===== config.mk =====
export PLATFORM = sky130hd
export DESIGN_NAME = write_sequencer
export DESIGN_NICKNAME = d
export VERILOG_FILES = /design/src/rtl/esdi_pkg.sv /design/src/rtl/axil_write_master.sv /design/src/rtl/write_sequencer.sv
export SDC_FILE = /design/constraint.sdc
export NUM_CORES = 1
export LEC_CHECK = 0
export ABC_AREA = 1
export CAP_MARGIN = 25
export CELL_PAD_IN_SITES_DETAIL_PLACEMENT = 0
export CELL_PAD_IN_SITES_GLOBAL_PLACEMENT = 1
export CORE_MARGIN = 4
export CORE_UTILIZATION = 38
export CTS_BUF_LIST = sky130_fd_sc_hd__clkbuf_4
export DETAILED_ROUTE_END_ITERATION = 7
export MAX_ROUTING_LAYER = met4
export PLACE_DENSITY_LB_ADDON = 0.1
export SLEW_MARGIN = 20
export SYNTH_ARGS = -nofsm -noshare
export SYNTH_HDL_FRONTEND = slang
export SYNTH_SLANG_ARGS = --single-unit

===== constraint.sdc =====
create_clock -name aclk -period 3.8 [get_ports aclk]
set_input_delay 0.95 -clock aclk [delete_from_list [all_inputs] [get_ports aclk]]
set_output_delay 0.95 -clock aclk [all_outputs]
set_load 0.01 [all_outputs]

===== src/rtl/esdi_pkg.sv =====
// Shared types and constants for the ESDI write sequencer and its AXI-lite write master.
package esdi_pkg;

    typedef enum logic [3:0] {
        S_IDLE,
        S_CHECK,
        S_WAIT_SECTOR,
        S_WR_SECTOR,
        S_WR_ARM,
        S_WAIT_DONE,
        S_WR_ACK,
        S_NEXT,
        S_RESP
    } state_t;

    localparam logic [1:0] ST_OK      = 2'd0;
    localparam logic [1:0] ST_BRESP   = 2'd1;
    localparam logic [1:0] ST_TIMEOUT = 2'd2;
    localparam logic [1:0] ST_BADSECT = 2'd3;

    localparam logic [4:0] CSR_SECTOR_ADDR = 5'd12;
    localparam logic [4:0] CSR_CTRL_ADDR   = 5'd0;
    localparam logic [4:0] CSR_STATUS_ADDR = 5'd4;

    localparam logic [31:0] CTRL_ENABLE = 32'd1;
    localparam logic [31:0] W1C_ACK     = 32'd1;

endpackage


===== src/rtl/axil_write_master.sv =====
// Single-beat AXI-lite write engine: launches AW and W together, drops each on its own
// handshake, then takes exactly one B response. Starts are ignored while a write is open.
module axil_write_master (
    input  logic        aclk,
    input  logic        areset,
    input  logic        i_start,
    input  logic [4:0]  i_addr,
    input  logic [31:0] i_data,
    output logic        o_done,
    output logic        o_err,
    output logic        m_awvalid,
    input  logic        m_awready,
    output logic [4:0]  m_awaddr,
    output logic        m_wvalid,
    input  logic        m_wready,
    output logic [31:0] m_wdata,
    input  logic        m_bvalid,
    output logic        m_bready,
    input  logic [1:0]  m_bresp
);

    logic        r_active;
    logic        r_awvalid;
    logic        r_wvalid;
    logic [4:0]  r_addr;
    logic [31:0] r_data;
    logic        w_bhs;

    assign m_awvalid = r_awvalid;
    assign m_wvalid  = r_wvalid;
    assign m_awaddr  = r_addr;
    assign m_wdata   = r_data;
    // B is only accepted once both request channels are finished
    assign m_bready  = r_active & ~r_awvalid & ~r_wvalid;
    assign w_bhs     = m_bready & m_bvalid;
    assign o_done    = w_bhs;
    assign o_err     = w_bhs & (m_bresp != 2'b00);

    always_ff @(posedge aclk or posedge areset) begin
        if (areset) begin
            r_active  <= 1'b0;
            r_awvalid <= 1'b0;
            r_wvalid  <= 1'b0;
            r_addr    <= '0;
            r_data    <= '0;
        end else if (!r_active) begin
            if (i_start) begin
                r_active  <= 1'b1;
                r_awvalid <= 1'b1;
                r_wvalid  <= 1'b1;
                r_addr    <= i_addr;
                r_data    <= i_data;
            end
        end else begin
            if (r_awvalid && m_awready) r_awvalid <= 1'b0;
            if (r_wvalid && m_wready)   r_wvalid  <= 1'b0;
            if (w_bhs)                  r_active  <= 1'b0;
        end
    end

endmodule


===== src/rtl/write_sequencer.sv =====
// Multi-sector ESDI write sequencer: arms write_datapath one sector early over AXI-lite.
// Optional WAIT_DONE watchdog enabled by defining WRITE_SEQUENCER_TIMEOUT_EN.
module write_sequencer
    import esdi_pkg::*;
#(
    parameter logic [4:0]  SECTOR_REG_ADDR = CSR_SECTOR_ADDR,
    parameter logic [4:0]  CTRL_ADDR       = CSR_CTRL_ADDR,
`ifdef WRITE_SEQUENCER_TIMEOUT_EN
    parameter int unsigned TIMEOUT_CYCLES  = 100000,
`endif
    parameter logic [4:0]  STATUS_ADDR     = CSR_STATUS_ADDR
) (
    input  logic        aclk,
    input  logic        areset,
    input  logic        cmd_tvalid,
    output logic        cmd_tready,
    input  logic [15:0] cmd_tdata,
    output logic        rsp_tvalid,
    input  logic        rsp_tready,
    output logic [15:0] rsp_tdata,
    input  logic [7:0]  sectors_per_track,
    input  logic [7:0]  sector_number,
    input  logic        dp_interrupt,
    output logic        m_awvalid,
    input  logic        m_awready,
    output logic [4:0]  m_awaddr,
    output logic        m_wvalid,
    input  logic        m_wready,
    output logic [31:0] m_wdata,
    input  logic        m_bvalid,
    output logic        m_bready,
    input  logic [1:0]  m_bresp,
    output logic        busy
);

    state_t      r_state, w_next_state;
    logic [7:0]  r_cur, r_remaining, r_done;
    logic [1:0]  r_status, w_next_status;
    logic        r_cmd_tready, r_rsp_tvalid, r_busy;
    logic        r_irq_q, r_irq_prev;
    logic        w_irq_rise, w_wr_start, w_wr_done, w_wr_err;
    logic [4:0]  w_wr_addr;
    logic [31:0] w_wr_data;
    logic [7:0]  w_prev_sector, w_cur_inc;
    logic        w_timeout;

    assign cmd_tready    = r_cmd_tready;
    assign rsp_tvalid    = r_rsp_tvalid;
    assign busy          = r_busy;
    assign rsp_tdata     = {6'd0, r_status, r_done};
    assign w_prev_sector = (r_cur == 8'd0) ? sectors_per_track - 8'd1 : r_cur - 8'd1;
    assign w_cur_inc     = r_cur + 8'd1;
    assign w_irq_rise    = r_irq_q & ~r_irq_prev;

`ifdef WRITE_SEQUENCER_TIMEOUT_EN
    logic [31:0] r_tmo_cnt;

    assign w_timeout = (r_tmo_cnt == 32'(TIMEOUT_CYCLES - 1));

    // Held at zero outside WAIT_DONE, so each entry starts a fresh count
    always_ff @(posedge aclk or posedge areset) begin
        if (areset)                   r_tmo_cnt <= '0;
        else if (r_state != S_WAIT_DONE) r_tmo_cnt <= '0;
        else                          r_tmo_cnt <= r_tmo_cnt + 32'd1;
    end
`else
    assign w_timeout = 1'b0;
`endif

    axil_write_master u_axil (
        .aclk      (aclk),
        .areset    (areset),
        .i_start   (w_wr_start),
        .i_addr    (w_wr_addr),
        .i_data    (w_wr_data),
        .o_done    (w_wr_done),
        .o_err     (w_wr_err),
        .m_awvalid (m_awvalid),
        .m_awready (m_awready),
        .m_awaddr  (m_awaddr),
        .m_wvalid  (m_wvalid),
        .m_wready  (m_wready),
        .m_wdata   (m_wdata),
        .m_bvalid  (m_bvalid),
        .m_bready  (m_bready),
        .m_bresp   (m_bresp)
    );

    always_comb begin
        w_wr_start = 1'b0;
        w_wr_addr  = '0;
        w_wr_data  = '0;
        case (r_state)
            S_WR_SECTOR: begin
                w_wr_start = 1'b1;
                w_wr_addr  = SECTOR_REG_ADDR;
                w_wr_data  = {24'd0, r_cur};
            end
            S_WR_ARM: begin
                w_wr_start = 1'b1;
                w_wr_addr  = CTRL_ADDR;
                w_wr_data  = CTRL_ENABLE;
            end
            S_WR_ACK: begin
                w_wr_start = 1'b1;
                w_wr_addr  = STATUS_ADDR;
                w_wr_data  = W1C_ACK;
            end
            default: ;
        endcase
    end

    always_comb begin
        w_next_state  = r_state;
        w_next_status = r_status;
        case (r_state)
            S_IDLE: if (cmd_tvalid && r_cmd_tready) begin
                w_next_state  = S_CHECK;
                w_next_status = ST_OK;
            end
            S_CHECK: begin
                if (sectors_per_track == 8'd0 || r_cur >= sectors_per_track) begin
                    w_next_state  = S_RESP;
                    w_next_status = ST_BADSECT;
                end else if (r_remaining == 8'd0) begin
                    w_next_state  = S_RESP;
                end else begin
                    w_next_state  = S_WAIT_SECTOR;
                end
            end
            S_WAIT_SECTOR: if (sector_number == w_prev_sector) w_next_state = S_WR_SECTOR;
            S_WR_SECTOR, S_WR_ARM, S_WR_ACK: if (w_wr_done) begin
                if (w_wr_err) begin
                    w_next_state  = S_RESP;
                    w_next_status = ST_BRESP;
                end else if (r_state == S_WR_SECTOR) begin
                    w_next_state  = S_WR_ARM;
                end else if (r_state == S_WR_ARM) begin
                    w_next_state  = S_WAIT_DONE;
                end else begin
                    w_next_state  = S_NEXT;
                end
            end
            S_WAIT_DONE: begin
                if (w_irq_rise) begin
                    w_next_state  = S_WR_ACK;
                end else if (w_timeout) begin
                    w_next_state  = S_RESP;
                    w_next_status = ST_TIMEOUT;
                end
            end
            S_NEXT: w_next_state = (r_remaining == 8'd1) ? S_RESP : S_WAIT_SECTOR;
            S_RESP: if (rsp_tready && r_rsp_tvalid) w_next_state = S_IDLE;
            default: w_next_state = S_IDLE;
        endcase
    end

    always_ff @(posedge aclk or posedge areset) begin
        if (areset) begin
            r_state      <= S_IDLE;
            r_status     <= ST_OK;
            r_cur        <= '0;
            r_remaining  <= '0;
            r_done       <= '0;
            r_cmd_tready <= 1'b0;
            r_rsp_tvalid <= 1'b0;
            r_busy       <= 1'b0;
            r_irq_q      <= 1'b0;
            r_irq_prev   <= 1'b0;
        end else begin
            r_state      <= w_next_state;
            r_status     <= w_next_status;
            r_cmd_tready <= (w_next_state == S_IDLE);
            r_rsp_tvalid <= (w_next_state == S_RESP);
            r_busy       <= (w_next_state != S_IDLE);
            r_irq_q      <= dp_interrupt;
            r_irq_prev   <= r_irq_q;
            if (r_state == S_IDLE && cmd_tvalid && r_cmd_tready) begin
                r_cur       <= cmd_tdata[7:0];
                r_remaining <= cmd_tdata[15:8];
                r_done      <= '0;
            end
            if (r_state == S_NEXT) begin
                r_done      <= r_done + 8'd1;
                r_remaining <= r_remaining - 8'd1;
                r_cur       <= (w_cur_inc == sectors_per_track) ? 8'd0 : w_cur_inc;
            end
        end
    end

endmodule


**After elaboration in Yosys (flattened, before gate mapping)**

Index checks and enable logic that the tools add are counted.
Widths: inputs -> output; s select.

- Add/subtract/negate cells: 5
- $lt $le $gt $ge: 1
- Reductions and logical operators: 23
- Eq/ne operators: 18
- Bitwise operators: 9
- Mux-type cells: 36

Operator list:

| operator | number |
|---|---|
| $mux 8 | 8 |
| $mux 4 | 9 |
| $pmux 4 s7 | 1 |
| $logic_not 8->1 | 3 |
| $sub 8x1->8 const B | 3 |
| $add 8x1->8 const B | 2 |
| $eq 4x3->1 const B | 4 |
| $eq 8x8->1 | 2 |
| $pmux 8 s2 | 1 |
| $mux 2 | 6 |
| $mux 1 | 9 |
| $eq 4x2->1 const B | 2 |
| $eq 4x4->1 const B | 2 |
| $eq 8x1->1 const B | 1 |
| $ge 8x8->1 | 1 |
| $logic_not 4->1 | 2 |
| $ne 2x2->1 const B | 4 |
| $pmux 4 s2 | 1 |
| $logic_and 1x1->1 | 6 |
| $pmux 2 s3 | 1 |
| $reduce_and 2->1 | 3 |
| $reduce_bool 2->1 | 3 |
| $and 1x1->1 | 5 |
| $reduce_and 5->1 | 1 |
| 8 further kinds | 12 |

- Input port bits: 42
- Flip-flop bits (word level): 75
- Output and inout bits: 59
- Word-level logic and storage cells: 107

**Longest topological paths before layout**

Gate-level depths: netlist of run 1.

- Depth after elaboration: 9
- Depth in mapped cells: 18
- Mapped depth without buffers: 18

**Hierarchy**

Synthesis of run 1 repeated with hierarchy kept, for this count alone.

- Cells, all modules: 603
- Area, all modules: 4539.4 um^2

By module, submodules not included:

| module | cells each | area an instance (um^2) | seq. area each (um^2) | instances |
|---|---|---|---|---|
| write_sequencer | 425 | 2912.8 | 875.8 | 1 |
| axil_write_master | 178 | 1626.6 | 1001.0 | 1 |

**Worst setup path before layout of run 1**

Ideal clock, no wire load.

- Kind: reg-to-reg
- Start: register r_cur[0]
- End: register r_cmd_tready (netlist: cmd_tready)
- Path buffers: 0
- Arrival time: 2.272 ns
- Setup time: 0.113 ns
- Cell stages (with the launch flop): 17
- Path slack: 1.415 ns
- Period minus slack after synthesis: 2.385 ns
- Data required time: 3.687 ns
- Path through: dfrtp_1 -> inv_1 -> ha_1 -> nand2_1 -> nor2_1 -> nand2_1 -> nand2_1 -> nand2_2 -> ha_1 -> xnor2_1 -> or2_2 -> nor2_1 -> nand3_1 -> nor2_1 -> nand2_2 -> nand3_2 -> nor2_2

- Cells in the longest elaborated chain, start to end: 6
- Elaborated cells between the ends (all ways): 10
- Those cells by class: add/sub (1); order compare (1); eq/ne (1); mux (4); reduce/logical (3)

Ends and longest elaborated chain:

| item | line | source |
|---|---|---|
| from (decl) | write_sequencer.sv:37 | `logic [7:0] r_cur, r_remaining, r_done;` |
| from (signal assigned) | write_sequencer.sv:179 | `r_cur <= cmd_tdata[7:0];` |
| from (signal assigned) | write_sequencer.sv:186 | `r_cur <= (w_cur_inc == sectors_per_track) ? 8'd0 : w_cur_inc;` |
| $sub 8x1->8 or $logic_not 8->1 (tied branches) | write_sequencer.sv:51 | `assign w_prev_sector = (r_cur == 8'd0) ? sectors_per_track - 8'd1 : r_cur - 8'd1;` |
| $mux 8 | write_sequencer.sv:51 |  |
| $eq 8x8->1 | write_sequencer.sv:131 | `S_WAIT_SECTOR: if (sector_number == w_prev_sector) w_next_state = S_WR_SECTOR;` |
| $mux 4 | write_sequencer.sv:131 |  |
| $pmux 4 s7 (*) | write_sequencer.sv:116 | `case (r_state)` |
| $logic_not 4->1 (*) | write_sequencer.sv:173 | `r_cmd_tready <= (w_next_state == S_IDLE);` |
| to (signal assigned) | write_sequencer.sv:173 |  |
| to (decl) | write_sequencer.sv:39 | `logic r_cmd_tready, r_rsp_tvalid, r_busy;` |

Mark *: on every way between the ends. The rest lies on a longest branch, timed or not.
A chain may end at the register's enable or synchronous reset.

**Worst setup path in the final report of run 1**

- Start: input port sectors_per_track[5]
- End: register r_busy (netlist: busy)

- Cells in the longest elaborated chain, start to end: 6
- Elaborated cells between the ends (all ways): 10
- Those cells by class: add/sub (1); order compare (1); eq/ne (1); mux (4); reduce/logical (3)

Ends and longest elaborated chain:

| item | line | source |
|---|---|---|
| from (decl) | write_sequencer.sv:21 | `input logic [7:0] sectors_per_track,` |
| $sub 8x1->8 | write_sequencer.sv:51 |  |
| $mux 8 | write_sequencer.sv:51 |  |
| $eq 8x8->1 | write_sequencer.sv:131 |  |
| $mux 4 | write_sequencer.sv:131 |  |
| $pmux 4 s7 (*) | write_sequencer.sv:116 |  |
| via w_next_state[3] | write_sequencer.sv:36 | `state_t r_state, w_next_state;` |
| $reduce_bool 4->1 (*) | write_sequencer.sv:175 | `r_busy <= (w_next_state != S_IDLE);` |
| to (signal assigned) | write_sequencer.sv:175 |  |
| to (decl) | write_sequencer.sv:39 |  |

Mark *: on every way through the listed nets, which the timed path passes. The rest lies on a longest branch.

==> results of run 1 <==
==> power by group <==
part | switching (uW) | internal (uW)
logic | 854 | 611
clock network | 171 | 138
registers | 195 | 696
total | 1220 | 1450
==> sequential cells by signal, indices dropped and copies added, names as in the netlist <==
register,count
r_state,4
u_axil.r_active,1
rsp_tvalid,1
u_axil.m_awaddr,2
r_irq_prev,1
busy,1
r_irq_q,1
r_cur,8
cmd_tready,1
u_axil.m_wdata,8
r_remaining,8
r_done,8
r_status,2
u_axil.m_awvalid,1
u_axil.m_wvalid,1
==> through the flow <==
step	cells	area, um2	total power (uW)	util
6_report	663	4257	2666	0.4834
5_1_grt	663	4257	2923	0.4834
4_1_cts	663	4257	2694	0.4834
3_5_place_dp	655	4177	2373	0.4743
3_3_place_gp	654	4156	2350	0.4720
2_1_floorplan	514	3605	1865	-
==> layer usage <==
layer	share of wire	wire, um	global-route usage
met1	0.49	4589	0.2479
met2	0.45	4188	0.2664
met3	0.052	482	0.03234
met4	0.0033	31	0.02279
met5	0	0	-
==> layout make-up <==
cell class,count,area share
flip-flops and latches,48,0.2822
inverters,66,0.05879
clock inverters,3,0.009994
multi-input cells,362,0.4409
well taps,108,0.03175
repair buffers,71,0.1675
clock buffers,5,0.008818
==> worst max path at each step <==
| stage | from | to | slack [ns] | depth (start not counted) |
|---|---|---|---|---|
| CTS | r_cur[1] | cmd_tready | 1.03 | 16 |
| global route | sectors_per_track[3] | busy | 0.82 | 11 |
| floorplan | r_cur[0] | cmd_tready | 1.42 | 16 |
| global placement | sectors_per_track[3] | busy | 0.75 | 11 |
| detailed placement | sectors_per_track[5] | busy | 0.66 | 10 |
| finish | sectors_per_track[5] | busy | 1.03 | 10 |
==> cell families after synthesis <==
kind of cell / Yosys count / synth area share
other cells: 1 / 0.001076
simple gates: 224 / 0.2952
fa+ha+maj: 14 / 0.05027
compound gates: 81 / 0.1285
flops: 48 / 0.3447
xor+xnor: 10 / 0.02909
buf+inv: 104 / 0.1512
==> worst max-delay path, delay by kind of cell <==
kind            cells  cell delay (ns)
compound gates      3             0.55
fa+ha+maj           1             0.31
buf+inv             2             0.66
simple gates        4             0.53
==> cells in the mapped netlist (3+ instances only) <==
cell type  instances
nand2_4            5
inv_1             56
xor2_1             8
o21ai_0           27
inv_2              6
nand2_1          113
o22ai_1            8
nand2_2            5
nor4_1             5
buf_4             33
o21ai_1            3
ha_1              14
nor2_2             6
clkinv_1           3
nand3_1           25
dfrtp_1           48
nor2_1            41
nand3_2            3
nor3_1             9
o211ai_1           4
a31oi_1            3
a21oi_1           31
nand4_1            6
==> metrics.md, run 1 <==
| Metric | Value |
|---|---|
| Status | finished, final reports clean |
| Lkg Pwr | 0.002102 uW |
| Worst setup EP type | register |
| Skew final | approximately 0.017 ns |
| P&R area growth vs syn | 22.15% |
| Reg2reg end | cmd_tready |
| CTS tree | done |
| Multi-input combinational cell area | roughly 1900 um2 |
| Setup TNS | 0 ns |
| Hold_buf cts | 0 |
| Reg2reg setup slack | about 1.1 ns |
| Worst r2r path cells | 16 |
| Initial Util | 0.3957 |
| Layout cells sized above 1 | 0.07748 |
| Slew Limit Fails | 0 |
| GRT Resource Usage Total | 0.1740 |
| Worst Min Path Start | r_irq_q |
| FF/Latch Area | about 1200 um2 |
| Sink Count | 48 |
| Die H | slightly above 100 um |
| CTS Root Buffer Type | clkbuf_4 |
| Routed Antenna Nets | 0 |
| Clock Latency Late Sink | 0.36 ns |
| WL final | 9292 um |
| Final critical path time including I/O delays and setup | between 2 and 3 ns |
| Final Hold Viols | 0 |
| VDD IR-drop max | between 0.2 and 0.25 mV |
| Dpl ws | between 0.6 and 0.7 ns |
| Total CTS buffers | 5 |
| Post-route setup slack | 1.031 ns |
| Most used flip-flop cell after synthesis | dfrtp_1 |
| Post-synthesis cell type count | 40 |
| Async SR Flop Fraction | 1.000 |
| Cell Pwr Density | around 630 nW/um2 |
| Post-CTS Setup Bufs | 0 |
| Fin crit share | 0.7286 |
| Yosys reg bits | 48 |
| Via/cell ratio | 4.855 |
| # rows | 34 |
| Post-synth top area share | 0.3447 |
| CP max stage delay | 0.57 ns |
| Chip width | roughly 100 um |
| RSZ-0062 raised after global routing | false |
| GP Congestion | just under 0.9 |
| Hold Path Depth | 0 |
| Largest net degree at the start of global routing | 27 |
| Crit-path max FO | 5 |
| Synth Cell Area | about 3500 um2 |
| Actual slew at the worst max-slew pin | around 0.62 ns |
| Global-route wire length before repair | between 15000 and 20000 um |
| Syn Area/Cell | approximately 7.2 um2 |
| # IOs | 101 |
| Initial antenna violation count | 0 |
| Total number of vias | 3219 |
| H-tree levels | 2 |
| Core area | slightly below 9000 um2 |
| Crit-path most repeated cell | nand4_1 |
| ANT cells | 0 |
| Post-Syn Instances | ~480 |
| Crit Path Class | input port to register |
| Layout fillers | between 900 and 1000 |
| HPWL Detailed | 7220 um |
| Final Setup Violations | 0 |
| Final nets | 610 |
| 1st-iter DRT viols | between 150 and 200 |
| Synth area leader | dfrtp_1 |
| Min-Delay Path Class | register to register |
| Worst Hold Slack | approximately 0.42 ns |
| Worst Hold Path EP | r_irq_prev |
| Commonest non-fill, non-tap cell in the layout | nand2_1 |
| FF-to-FF Start | r_cur[1] |
| Count of buffers from port buffering | between 60 and 70 |
| Worst setup SP type | input port |
| Grt ovf | 0 |
| Crit path cell chain | clkdlybuf4s50_1 -> inv_1 -> ha_1 -> a21oi_1 -> o21a_1 -> nand4_1 -> o21ai_0 -> nand2_1 -> nor2_1 -> nand4_1 |
| Max-cap violations | 0 |
| Sequential fraction of the synthesis area | 0.3447 |
| Arrival @ worst endpoint | roughly 3.0 ns |
| Vias in the first global route | between 3000 and 4000 |
| Synth area leaders | dfrtp_1 (34%), nand2_1 (12%), buf_4 (7.1%) |
| Max Fclk | roughly 360 MHz |
| Max clock buf depth | 2 |
| Cts repair resizes | 0 |
| Per-cell routed wire length | around 14 um |
| DRC violations left | 0 |
| Pre-antenna DRT Iters | 5 |
| Post-synth EDFFs | 0 |
| Crit path max-delay cell type | clkdlybuf4s50_1 |
| Die area | 10770 um2 |
| Ys Warns | 0 |
| Worst-path clk slew | between 0.15 and 0.2 ns |
| Rel. slew slack | 0.5845 |
| Worst Path Required | 4.03 ns |
| Commonest cells after routing, fill and taps aside | nand2_1 (113), clkdlybuf4s50_1 (67), inv_1 (55) |
No activity file was read; power rests on OpenSTA's default activity.
==> run 2, diff against run 1 <==
Settings changed: CORE_UTILIZATION 38 to 35.
Clock period 3.8 ns to 2.67 ns, I/O delays scaled along.
==> run 2 against run 1 <==
Against the previous run:
- sequential share of layout area fell by 1.3 points
- non-clock buffer count up 28
- first-iteration DRC count decreased by 11%
- hold slack got worse by 0.020 ns
- critical path type is now register to register
- critical endpoint is now cmd_tready
==> metrics.md, run 2 (synthesis results as in run 1) <==
| Metric | Value |
|---|---|
| Max Fclk | 418.5 MHz |
| Net switching power | 1748 uW (+43%) |
| Arrival @ worst endpoint | 2.68 ns (-0.32 ns) |
| Int Power | 2091 uW (+45%) |
| Core area | 9729 um2 (+10%) |
| Grt ovf | 0 (unchanged) |
| ANT cells | 0 (unchanged) |
| DRC violations left | 0 (unchanged) |
| Post-route setup slack | 0.2808 ns (-0.7504 ns) |
| Vias in the first global route | 3028 (+0.80%) |
| Total CTS buffers | 5 (unchanged) |
| Tot Pwr | 3838 uW (+44%) |
| Chip width | 107.8 um (+3.9%) |
| Initial antenna violation count | 0 (unchanged) |
| Post-Layout Cell Count | 716 (+8.0%) |
| CTS tree | done |
| RSZ-0062 raised after global routing | false |
| Dpl ws | -0.1287 ns (-0.7871 ns) |
| Met2 WL | 4284 um (+2.3%) |
| Slew Limit Fails | 0 (unchanged) |
| Final critical path time including I/O delays and setup | roughly 2.4 ns |
| Worst setup SP type | register |
| Largest net degree at the start of global routing | 27 (unchanged) |
| Worst Path Required | 2.96 ns (-1.07 ns) |
| Worst-path clk slew | 0.15 ns (about the same) |
| # rows | 36 (+5.9%) |
| Reg power frac | 0.326 (-0.008) |
| Met3 wire len | 485 um (+0.62%) |
| Rel. slew slack | 0.6484 (+0.06392) |
| WL final | 9287 um (about the same) |
| GRT Resource Usage Total | 0.1671 (-0.006861) |
| P&R area growth vs syn | 28.04% |
| VDD IR-drop max | 0.2843 mV (+37%) |
| Part of the power in the clock network | 0.089 (-0.027) |
| Pre-antenna DRT Iters | 4 (-1) |
| Worst setup EP type | register |
| Layout cells sized above 1 | 0.1218 (+0.04431) |
| Sink Count | 48 (unchanged) |
| Skew final | 0.01277 ns (-0.004455 ns) |
| Global-route wire length before repair | 15060 um (-0.73%) |
| Top layer in use | met4 |
| Die area | 11620 um2 (+7.9%) |
| Commonest non-fill, non-tap cell in the layout | nand2_1 |
| Count of buffers from port buffering | 67 (unchanged) |
| Reg2reg setup slack | 0.28 ns (-0.78 ns) |
| Per-cell routed wire length | 12.97 um (-7.5%) |
| HPWL Detailed | 7551 um (+4.6%) |
| GP Congestion | 0.8105 (-9.4%) |
| Actual slew at the worst max-slew pin | 0.5266 ns (-0.09491 ns) |
| Final nets | 638 (+4.6%) |
| Max-cap violations | 0 (unchanged) |
| Crit-path max FO | 3 (-2) |
| Sw Ratio | 0.4554 (-0.002573) |
| Setup TNS | 0 ns (unchanged) |
| Combinational share of power | 0.585 (+0.035) |
| Final core occ | 0.4586 (-0.02478) |
| Initial Util | 0.3582 (-0.03756) |
| Crit Path Class | register to register |
| Total number of vias | 3365 (+4.5%) |
| CTS Root Buffer Type | clkbuf_4 |
| Fin crit share | 0.8948 |
| Max clock buf depth | 2 (unchanged) |
| Routed Antenna Nets | 0 (unchanged) |
| Placed cells | 707 (+7.9%) |
| Final Setup Violations | 0 (unchanged) |
| M1 WL | 4456 um (-2.9%) |
| Commonest cells after routing, fill and taps aside | nand2_1 (113), clkdlybuf4s50_1 (67), inv_1 (55) |
| Hold_buf cts | 0 (unchanged) |
| Layout fillers | 1048 (+13%) |
| # IOs | 101 (unchanged) |
| Via/cell ratio | 4.700 (-3.2%) |
| Clock Latency Late Sink | 0.37 ns (about the same) |
| Final Hold Viols | 0 (unchanged) |
| Min-Delay Path Class | register to register |
| H-tree levels | 2 (unchanged) |
| Cell Pwr Density | 860.3 nW/um2 (+37%) |
| Die H | 107.8 um (+3.9%) |
| 1st-iter DRT viols | 152 (-11%) |
| Status | finished, final reports clean |
| Lkg Pwr | 0.002214 uW (+5.3%) |
[run 2: worst paths after layout]
kind,from,end,cells after the start
hold reg to reg,r_irq_q,r_irq_prev,0
hold / removal,r_irq_q,r_irq_prev,0
min in group asynchronous,areset,r_status[0],2
max in group asynchronous,areset,r_remaining[5],3
setup reg to reg,r_cur[0],cmd_tready,16
setup / recovery,r_cur[0],cmd_tready,16
[run 2: per-layer routing]
layer | GRT usage | vias up
li1 | - | 1699
met1 | 0.2373 | 1567
met2 | 0.2611 | 91
met3 | 0.02100 | 8
met4 | 0.02705 | 0
met5 | - | -
[run 2: worst max-delay path, cell delays in order (launching register included)]
cell and delay (ns):
dfrtp_1 0.42, inv_1 0.08, ha_1 0.18, nand2_1 0.06
nor2_1 0.13, nand2_1 0.11, nand2_1 0.11, nand2_4 0.06
ha_1 0.28, xnor2_1 0.12, or2_2 0.26, nor2_1 0.10
nand3_1 0.08, nor2_1 0.13, nand2_2 0.09, nand3_2 0.07
nor2_2 0.03
[run 2: what timing repair did]
| action | in CTS | in global routing |
|---|---|---|
| endpoints found under the setup margin | 0 | 2 |
| hold endpoints to repair | 0 | 0 |
| buffers inserted | 0 | 1 |
| gates resized for setup | 0 | 1 |
[run 2: power by group through the flow]
| stage | clock network (uW) | registers [uW] | logic (uW) |
|---|---|---|---|
| floorplan | 0 | 1270 | 1390 |
| global placement | 0 | 1260 | 2230 |
| detailed placement | 0 | 1270 | 2260 |
| CTS | 358 | 1250 | 2270 |
| global route | 381 | 1290 | 2550 |
| finish | 342 | 1250 | 2250 |
[run 2: cell type report]
cell class / instances / area, um2 / area share
Inverter: 66 / 250.2 / 0.05609
Multi-Input combinational cell: 362 / 1877 / 0.4206
Tap cell: 133 / 166.4 / 0.03730
Sequential cell: 48 / 1201 / 0.2692
Clock inverter: 3 / 18.77 / 0.004206
Clock buffer: 5 / 37.54 / 0.008413
Timing Repair Buffer: 99 / 910.9 / 0.2042
[run 2: stage by stage]
stage	hold slack (ns)	area, um2
3_3_place_gp	0.3561	4398
4_1_cts	0.4028	4454
3_5_place_dp	0.3682	4398
6_report	0.3958	4462
5_1_grt	0.4060	4462
2_1_floorplan	0.3537	3605
==> run 3, diff against run 2 <==
Settings changed: TNS_END_PERCENT from default to 100.
==> results of run 3 <==
No change in the layout: final DEF, timing and power equal those of run 2.
